--- config.mk ---
export PLATFORM = sky130hd
export DESIGN_NAME = jtag_drv
export DESIGN_NICKNAME = d
export VERILOG_FILES = /design/src/rtl/jtag_drv.sv
export SDC_FILE = /design/constraint.sdc
export NUM_CORES = 1
export LEC_CHECK = 0
export ABC_CLOCK_PERIOD_IN_PS = 3300
export CAP_MARGIN = 20
export CORE_ASPECT_RATIO = 0.6
export CORE_MARGIN = 3
export CORE_UTILIZATION = 54
export DETAILED_ROUTE_END_ITERATION = 8
export PLACE_DENSITY_LB_ADDON = 0.3
export SLEW_MARGIN = 20
export SYNTH_ARGS = -nofsm -noshare
export SYNTH_HDL_FRONTEND = slang
export SYNTH_SLANG_ARGS = --single-unit
--- constraint.sdc ---
create_clock -name clk -period 3.3 [get_ports clk]
set_input_delay 0.66 -clock clk [delete_from_list [all_inputs] [get_ports clk]]
set_output_delay 0.66 -clock clk [all_outputs]
set_load 0.02 [all_outputs]
--- src/rtl/jtag_drv.sv ---
// JTAG master: turns single-word TAP-reset / IR-scan / DR-scan commands into
// TCK/TMS/TDI bit sequences and collects TDO into a response word.
module jtag_drv #(
  parameter int CLK_DIV = 2,
  parameter int RTI_CYC = 1
) (
  input  logic        clk,
  input  logic        rst,
  input  logic        cmd_valid,
  output logic        cmd_ready,
  input  logic [1:0]  cmd_type,
  input  logic [4:0]  cmd_len,
  input  logic [31:0] cmd_data,
  output logic        rsp_valid,
  output logic [31:0] rsp_data,
  output logic        busy,
  output logic        JTAG_TCK,
  output logic        JTAG_TMS,
  output logic        JTAG_TDI,
  input  logic        JTAG_TDO
);

  localparam int HW     = $clog2(CLK_DIV) + 1;
  localparam int PH_MAX = (RTI_CYC > 6) ? RTI_CYC : 6;
  localparam int PW     = $clog2(PH_MAX + 1);

  typedef enum logic [2:0] {
    S_INIT, S_IDLE, S_START, S_TRST, S_HDR, S_SHIFT, S_TAIL, S_RTI
  } state_t;

  state_t          state_q, state_d;
  logic [HW-1:0]   half_q;
  logic [PW-1:0]   ph_q, ph_d;
  logic [5:0]      bit_q, bit_d;
  logic            pend_q;
  logic            adv, done;
  logic            run_seq, half_end, bit_end, tck_rise, accept;

  logic [31:0]     data_q;
  logic [31:0]     cap_q;
  logic [4:0]      len_q;
  logic            ir_q;
  logic            scan_q;

  assign cmd_ready = (state_q == S_IDLE);
  assign busy      = (state_q != S_IDLE);
  assign accept    = cmd_valid && cmd_ready;
  assign run_seq   = (state_q != S_IDLE) && (state_q != S_START);
  assign half_end  = (half_q == HW'(CLK_DIV - 1));
  assign bit_end   = run_seq && JTAG_TCK && half_end;
  assign tck_rise  = run_seq && !JTAG_TCK && half_end;

  // TMS/TDI for a given sequence position; IDLE and RTI drive both low.
  function automatic logic [1:0] pins(input state_t s, input logic [PW-1:0] ph,
                                      input logic [5:0] b);
    logic tms;
    logic tdi;
    tms = 1'b0;
    tdi = 1'b0;
    case (s)
      S_INIT, S_TRST: tms = (ph < PW'(5));
      S_HDR:          tms = ir_q ? (ph < PW'(2)) : (ph == '0);
      S_SHIFT: begin
        tms = (b == {1'b0, len_q});
        tdi = data_q[b[4:0]];
      end
      S_TAIL:         tms = (ph == '0);
      default:        tms = 1'b0;
    endcase
    return {tms, tdi};
  endfunction

  always_comb begin
    state_d = state_q;
    ph_d    = ph_q;
    bit_d   = bit_q;
    adv     = 1'b0;
    done    = 1'b0;
    case (state_q)
      S_IDLE: if (accept) state_d = S_START;
      S_START: begin
        adv     = 1'b1;
        ph_d    = '0;
        bit_d   = '0;
        state_d = scan_q ? S_HDR : S_TRST;
      end
      S_INIT, S_TRST: if (bit_end) begin
        adv = 1'b1;
        if (ph_q == PW'(5)) begin
          ph_d = '0;
          if (RTI_CYC > 0) state_d = S_RTI;
          else begin
            state_d = S_IDLE;
            done    = 1'b1;
          end
        end else ph_d = ph_q + PW'(1);
      end
      S_HDR: if (bit_end) begin
        adv = 1'b1;
        if (ph_q == (ir_q ? PW'(3) : PW'(2))) begin
          state_d = S_SHIFT;
          bit_d   = '0;
        end else ph_d = ph_q + PW'(1);
      end
      S_SHIFT: if (bit_end) begin
        adv = 1'b1;
        if (bit_q == {1'b0, len_q}) begin
          state_d = S_TAIL;
          ph_d    = '0;
        end else bit_d = bit_q + 6'd1;
      end
      S_TAIL: if (bit_end) begin
        adv = 1'b1;
        if (ph_q == PW'(1)) begin
          ph_d = '0;
          if (RTI_CYC > 0) state_d = S_RTI;
          else begin
            state_d = S_IDLE;
            done    = 1'b1;
          end
        end else ph_d = ph_q + PW'(1);
      end
      S_RTI: if (bit_end) begin
        adv = 1'b1;
        if (ph_q == PW'(RTI_CYC - 1)) begin
          state_d = S_IDLE;
          done    = 1'b1;
        end else ph_d = ph_q + PW'(1);
      end
      default: state_d = S_INIT;
    endcase
  end

  // Control: state, TCK divider, pins and response handshake.
  always_ff @(posedge clk or posedge rst) begin
    if (rst) begin
      state_q   <= S_INIT;
      half_q    <= '0;
      ph_q      <= '0;
      bit_q     <= '0;
      pend_q    <= 1'b0;
      JTAG_TCK  <= 1'b0;
      JTAG_TMS  <= 1'b1;
      JTAG_TDI  <= 1'b0;
      rsp_valid <= 1'b0;
      rsp_data  <= '0;
    end else begin
      state_q   <= state_d;
      ph_q      <= ph_d;
      bit_q     <= bit_d;
      rsp_valid <= done && pend_q;
      if (done && pend_q) rsp_data <= cap_q;
      if (accept) pend_q <= 1'b1;
      else if (done) pend_q <= 1'b0;
      if (run_seq) begin
        if (half_end) begin
          half_q   <= '0;
          JTAG_TCK <= ~JTAG_TCK;
        end else half_q <= half_q + HW'(1);
      end else half_q <= '0;
      if (adv) {JTAG_TMS, JTAG_TDI} <= pins(state_d, ph_d, bit_d);
    end
  end

  // Command latch and TDO capture; every accept reloads them before use.
  always_ff @(posedge clk) begin
    if (accept) begin
      data_q <= cmd_data;
      len_q  <= cmd_len;
      ir_q   <= (cmd_type == 2'b01);
      scan_q <= (cmd_type == 2'b01) || (cmd_type == 2'b10);
      cap_q  <= '0;
    end else if (tck_rise && state_q == S_SHIFT) begin
      cap_q[bit_q[4:0]] <= JTAG_TDO;
    end
  end

endmodule
======== After elaboration in Yosys (flattened, before gate mapping) ========
Index checks and enable logic that the tools add are counted.
storage, ports and cells
  register bits ........................... 122
  logic and storage cells ................. 112
  input port bits ......................... 43
  output and inout bits ................... 38
operators by class
  reductions and logical operators ........ 20
  $add $sub $neg .......................... 3
  bitwise gates (word level) .............. 1
  order comparisons ....................... 5
  eq/ne operators ......................... 21
  muxes and demuxes ....................... 47
operators by type and width
  kind                                                        number
  2-to-1 mux 3 bit                                            22
  bitwise mux 32 bit                                          1
  equality test 3 bit, second input constant                  8
  2-to-1 mux 6 bit                                            4
  one-hot mux 3 bit (7 select lines)                          1
  one-hot mux 3 bit (6 select lines)                          1
  one-hot mux 6 bit (3 select lines)                          1
  equality test 6 x 5 -> 1 bit                                2
  logical NOT 3 bit                                           4
  less-than comparator 5 x 6 -> 1 bit, second input constant  2
  2-to-1 mux 1 bit                                            11
  equality test 3 x 2 -> 1 bit, second input constant         3
  logical AND 1 bit                                           9
  adder 6 x 1 -> 6 bit, second input constant                 1
  equality test 3 x 1 -> 1 bit, second input constant         2
  OR reduction 6 bit                                          1
  binary-select mux 1 bit (select 5 bit)                      1
  demux 1 bit (select 5 bit)                                  1
  >= comparator 5 x 1 -> 1 bit, second input constant         1
  equality test 2 x 1 -> 1 bit, second input constant         2
  2-to-1 mux 2 bit                                            2
  one-hot mux 1 bit (4 select lines)                          1
  OR reduction 2 bit                                          2
  adder 3 x 1 -> 3 bit, second input constant                 1
  13 further kinds                                            13

======== Logic depth before layout (Yosys ltp) ========
  depth after elaboration ................. 9
  mapped depth ............................ 12

======== Least setup slack after synthesis ========
No wires, ideal clock.
  kind .................................... reg-to-reg
  from .................................... reg state_q[0]
  to ...................................... reg data_q[0], enable pin
  setup time .............................. 0.419 ns
  setup slack ............................. -0.069 ns
  stages on the path, launching flop included .. 7
  data arrival time ....................... 2.950 ns
  buffers on the path ..................... 2
  period minus slack after synthesis ...... 3.369 ns
  required time ........................... 2.881 ns
  cells stage by stage .................... dfrtp_1 buf_2 inv_2 nor3_1 nand2_1 clkinv_1 clkbuf_1
on the way
  longest elaborated chain between the ends .. 2
RTL lines
  element                       line  source
  start: declaration            31    state_t state_q, state_d;
  start signal: assignment      148   state_q <= state_d;
  equality test 3 x 1 -> 1 bit  45    assign cmd_ready = (state_q == S_IDLE);
  via cmd_ready                 10    output logic cmd_ready,
  logical AND 1 bit             47    assign accept = cmd_valid && cmd_ready;
  via accept                    37    logic run_seq, half_end, bit_end, tck_rise, accept;
  end signal: assignment        168   data_q <= cmd_data;
  end: declaration              39    logic [31:0] data_q;
The timed path passes the listed nets, and every way through them passes these cells.
A chain may end at the register's enable or synchronous reset.

======== Worst setup path after layout ========
  from .................................... reg state_q[1]
  to ...................................... reg JTAG_TDI
on the way
  longest elaborated chain between the ends .. 9
  elaborated cells between the ends (all ways) .. 37
RTL lines
  element                                                                                  line     source
  inequality test 3 x 1 -> 1 bit / inequality test 3 x 2 -> 1 bit (equally long branches)  48       assign run_seq = (state_q != S_IDLE) && (state_q != S_START);
  logical AND 1 bit                                                                        48
  logical AND 1 bit (2 in series)                                                          50       assign bit_end = run_seq && JTAG_TCK && half_end;
  2-to-1 mux 6 bit (on tied branches)                                                      105, 98
  one-hot mux 6 bit (3 select lines)                                                       79       case (state_q)
  binary-select mux 1 bit (select 5 bit)                                                   65       tdi = data_q[b[4:0]];
  2-to-1 mux 1 bit (not written as such)                                                   65
  2-to-1 mux 1 bit                                                                         60       case (s)
  end signal: assignment                                                                   161      if (adv) {JTAG_TMS, JTAG_TDI} <= pins(state_d, ph_d, bit_d);
  end: declaration                                                                         19       output logic JTAG_TDI,
Parallel ways exist; a longest one is shown, timed or not. The select of a mux whose other input is x is not followed.

==> summary.txt <==
Run status
  • Outcome: finished, final reports clean

CTS
  • H-tree depth: 4
  • Cts hold-fix bufs: 0
  • CTS tree: built
  • Max Root-Sink Buffers: 2
  • Total CTS buffers: 17
  • CTS Sinks: 122
  • CTS root buffer: clkbuf_16
  • Total setup buffers inserted after CTS: 0
  • Clock Latency Late Sink: 0.42 ns
  • Reg clk slew, reported paths: 0.06 ns
  • Cts repair resizes: 0

STA
  • RSZ-0062 raised after global routing: no
  • Final hold violations: 0
  • Slew Limit Fails: 0
  • Worst-margin pin slew: 1.05 ns
  • Setup Viol. Count Final: 0
  • Clock Skew: 0.00822 ns
  • Fin crit share: 0.914
  • Max Freq: 331 MHz
  • Final setup margin: 0.283 ns
  • Fin crit period: 3.02 ns
  • Max_slew headroom: 0.296
  • Setup TNS: 0 ns

Yosys
  • #FFs+latches synth: 122
  • Top cells by area, synth: dfrtp_1, edfxtp_1, nand2_1
  • Synth async-reset ratio: 0.418
  • Leading area contributor after synthesis: dfrtp_1
  • Yosys warning count: 0
  • Synth top cells by count: nand2_1, dfrtp_1, a21oi_1
  • Avg Cell Area, Syn: 9.56 um2
  • Post-synth EDFFs: 39
  • Register area share after synthesis: 0.551
  • Distinct cells, synth: 65
  • Mapped Cells: 586
  • Most common cell in the synthesized netlist: nand2_1
  • Primary FF master, synth: dfrtp_1
  • Post-synth top area share: 0.223
  • Syn nets: 637
  • Post-Syn Area: 5600 um2

Setup path
  • Reg2reg start: state_q[1]
  • Startpoint types: register
  • Arr. time, crit path: 3.31 ns
  • CP Capture Type: register
  • R2R cell count: 10
  • WS Path Type: register to register
  • Setup slack, reg-to-reg: 0.28 ns
  • CP max FO: 10
  • Worst EP required: 3.59 ns
  • RR Endpoint: JTAG_TDI
  • Crit path launch: state_q[1]

Finish
  • Area grow syn2layout: 26.1%
  • # diodes: 0
  • Final instance area: 7070 um2
  • Post-layout util: 0.708
  • Nets@finish: 715
  • Layout cells sized above 1: 0.0886

Floorplanning
  • # rows: 28
  • Die W: 138 um
  • Die Area: 11700 um2
  • Core box area: 9980 um2
  • Die Height: 84.9 um
  • IO Count: 81
  • Initial core utilization: 0.561

Detailed routing
  • First-pass iteration count of the detailed router: 5
  • Vias per cell: 5.67
  • Detail Route Antenna Nets: 0
  • WL/cell: 17.0 um
  • Via count: 4607
  • Drt total wl: 13.8 mm
  • DR DRC count: 0
  • DRT iter0 DRCs: 408

Place
  • Pre-CTS WS: 0.318 ns
  • Placer Congestion: 0.900
  • # port buffers: 80
  • Placement Cell Area: 6520 um2
  • Post-DP HPWL: 9.39 mm

Min path
  • Hold Crit Class: register to register
  • Hold Path Origin: cap_q[5]
  • Worst Hold End: rsp_data[5]
  • Cell depth of the worst min-delay path: 2

Global routing
  • Total GRT Usage: 0.256
  • Grt total ovfl: 0
  • Initial antenna violation count: 0
  • Vias in the first global route: 4555
  • GR peak layer: met2
  • Routing usage on met2: 0.383
  • Largest net degree at the start of global routing: 73
  • Global-route wire length before repair: 23.1 mm
  • Global routing usage on met1: 0.368
  • Grt met3 use: 0.0770

Power
  • Int Pwr: 3650 uW
  • Net Switching: 2010 uW
  • Combinational fraction of design power: 0.330
  • Peak supply drop: 0.418 mV
  • Switch share: 0.355
  • Power Density: 801 nW/um2
  • LEAKAGE: 0.00290 uW
  • Clk pwr share: 0.303
  • Reg power frac: 0.366

Flow run
  • Max-cap violations: 0
[how the worst max path moves through the flow]
stage | endpoint | slack, ns
2_1_floorplan | JTAG_TDI | 0.59
3_3_place_gp | JTAG_TDI | 0.45
3_5_place_dp | JTAG_TDI | 0.32
4_1_cts | JTAG_TDI | 0.28
5_1_grt | JTAG_TDI | 0.14
6_report | JTAG_TDI | 0.28
[final cells by class]
type / count / area (um2)
sequential: 122 / 3090
fill: 723 / 2920
multi-input combinational: 408 / 2280
timing repair buffer: 92 / 891
clock buffer: 17 / 425
tap: 135 / 169
clock inverter: 15 / 124
inverter: 23 / 87.6
[power by group through the flow]
stage          Combinational [uW]  Sequential [uW]  Clock, uW
2_1_floorplan                1080             2180          0
3_3_place_gp                 1800             2080          0
3_5_place_dp                 1830             2090          0
4_1_cts                      1850             2070       1730
5_1_grt                      2040             2110       1810
6_report                     1870             2070       1720
[through the flow]
stage          hold slack, ns  power, uW  instances
5_1_grt                 0.461       5960        812
3_3_place_gp            0.425       3880        780
3_5_place_dp            0.429       3920        780
2_1_floorplan           0.413       3270        586
4_1_cts                 0.437       5650        812
6_report                0.433       5660        812
[flip-flops by register name, indices dropped and copies added, names as in the netlist, 2 cells and up]
| name | flops |
|---|---|
| bit_q | 6 |
| cap_q | 32 |
| data_q | 32 |
| half_q | 2 |
| state_q | 3 |
| rsp_data | 32 |
| ph_q | 3 |
| len_q | 5 |
[cells by family after synthesis]
group                      Yosys count  share of synthesized area
and+or+nand+nor                    274                      0.216
AOI/OAI and AO/OA                   91                      0.102
xor gates and xnor gates            15                     0.0234
muxes                               20                     0.0469
DFF                                122                      0.551
buffers and inverters               56                     0.0429
adders and majority gates            8                     0.0179
[placed cells by master, fill, tap and decap left out, types with 2 or more instances in the layout]
cell,synthesis,final
a41oi_1,2,2
a211oi_1,3,3
mux2i_1,12,12
nor4_1,3,2
inv_6,0,4
nor2_1,13,13
clkdlybuf4s50_1,0,80
dfrtp_1,50,50
nor3b_1,7,7
nor2b_1,3,3
a21oi_1,43,43
mux2_2,4,4
dfxtp_1,32,32
clkinv_2,1,5
nand2_1,178,178
xnor2_1,4,4
nand4_1,2,2
buf_4,2,12
and3_1,2,2
o22ai_1,2,2
nor3_1,7,7
and3b_1,2,2
nand3_1,39,39
a22o_1,2,2
clkbuf_16,0,17
edfxtp_1,39,39
ha_1,8,8
inv_2,1,3
o21ai_0,14,14
inv_1,20,19
clkinvlp_4,0,3
xor2_1,11,11
o31ai_1,2,2
nand2b_1,2,2
and2_1,7,7
mux4_1,2,2
a31oi_1,4,4
a21o_1,2,2
clkinv_1,1,2
or3_1,4,4
[layer usage]
| metal | vias to the layer above | share of wire |
|---|---|---|
| li1 | 2164 | - |
| met5 | - | 0 |
| met3 | 11 | 0.086 |
| met1 | 2220 | 0.46 |
| met2 | 212 | 0.45 |
| met4 | 0 | 0.0073 |
[worst max-delay path, stage by stage (launching register included)]
cell	delay, ns
dfrtp_1	0.39
nor2b_1	0.43
nand2_2	0.15
a211oi_4	0.35
mux2i_4	0.41
buf_4	0.26
mux2_2	0.35
nand2_1	0.07
mux2i_1	0.07
nor4_1	0.30
o31ai_1	0.10
(Power assumes the default switching activity.)
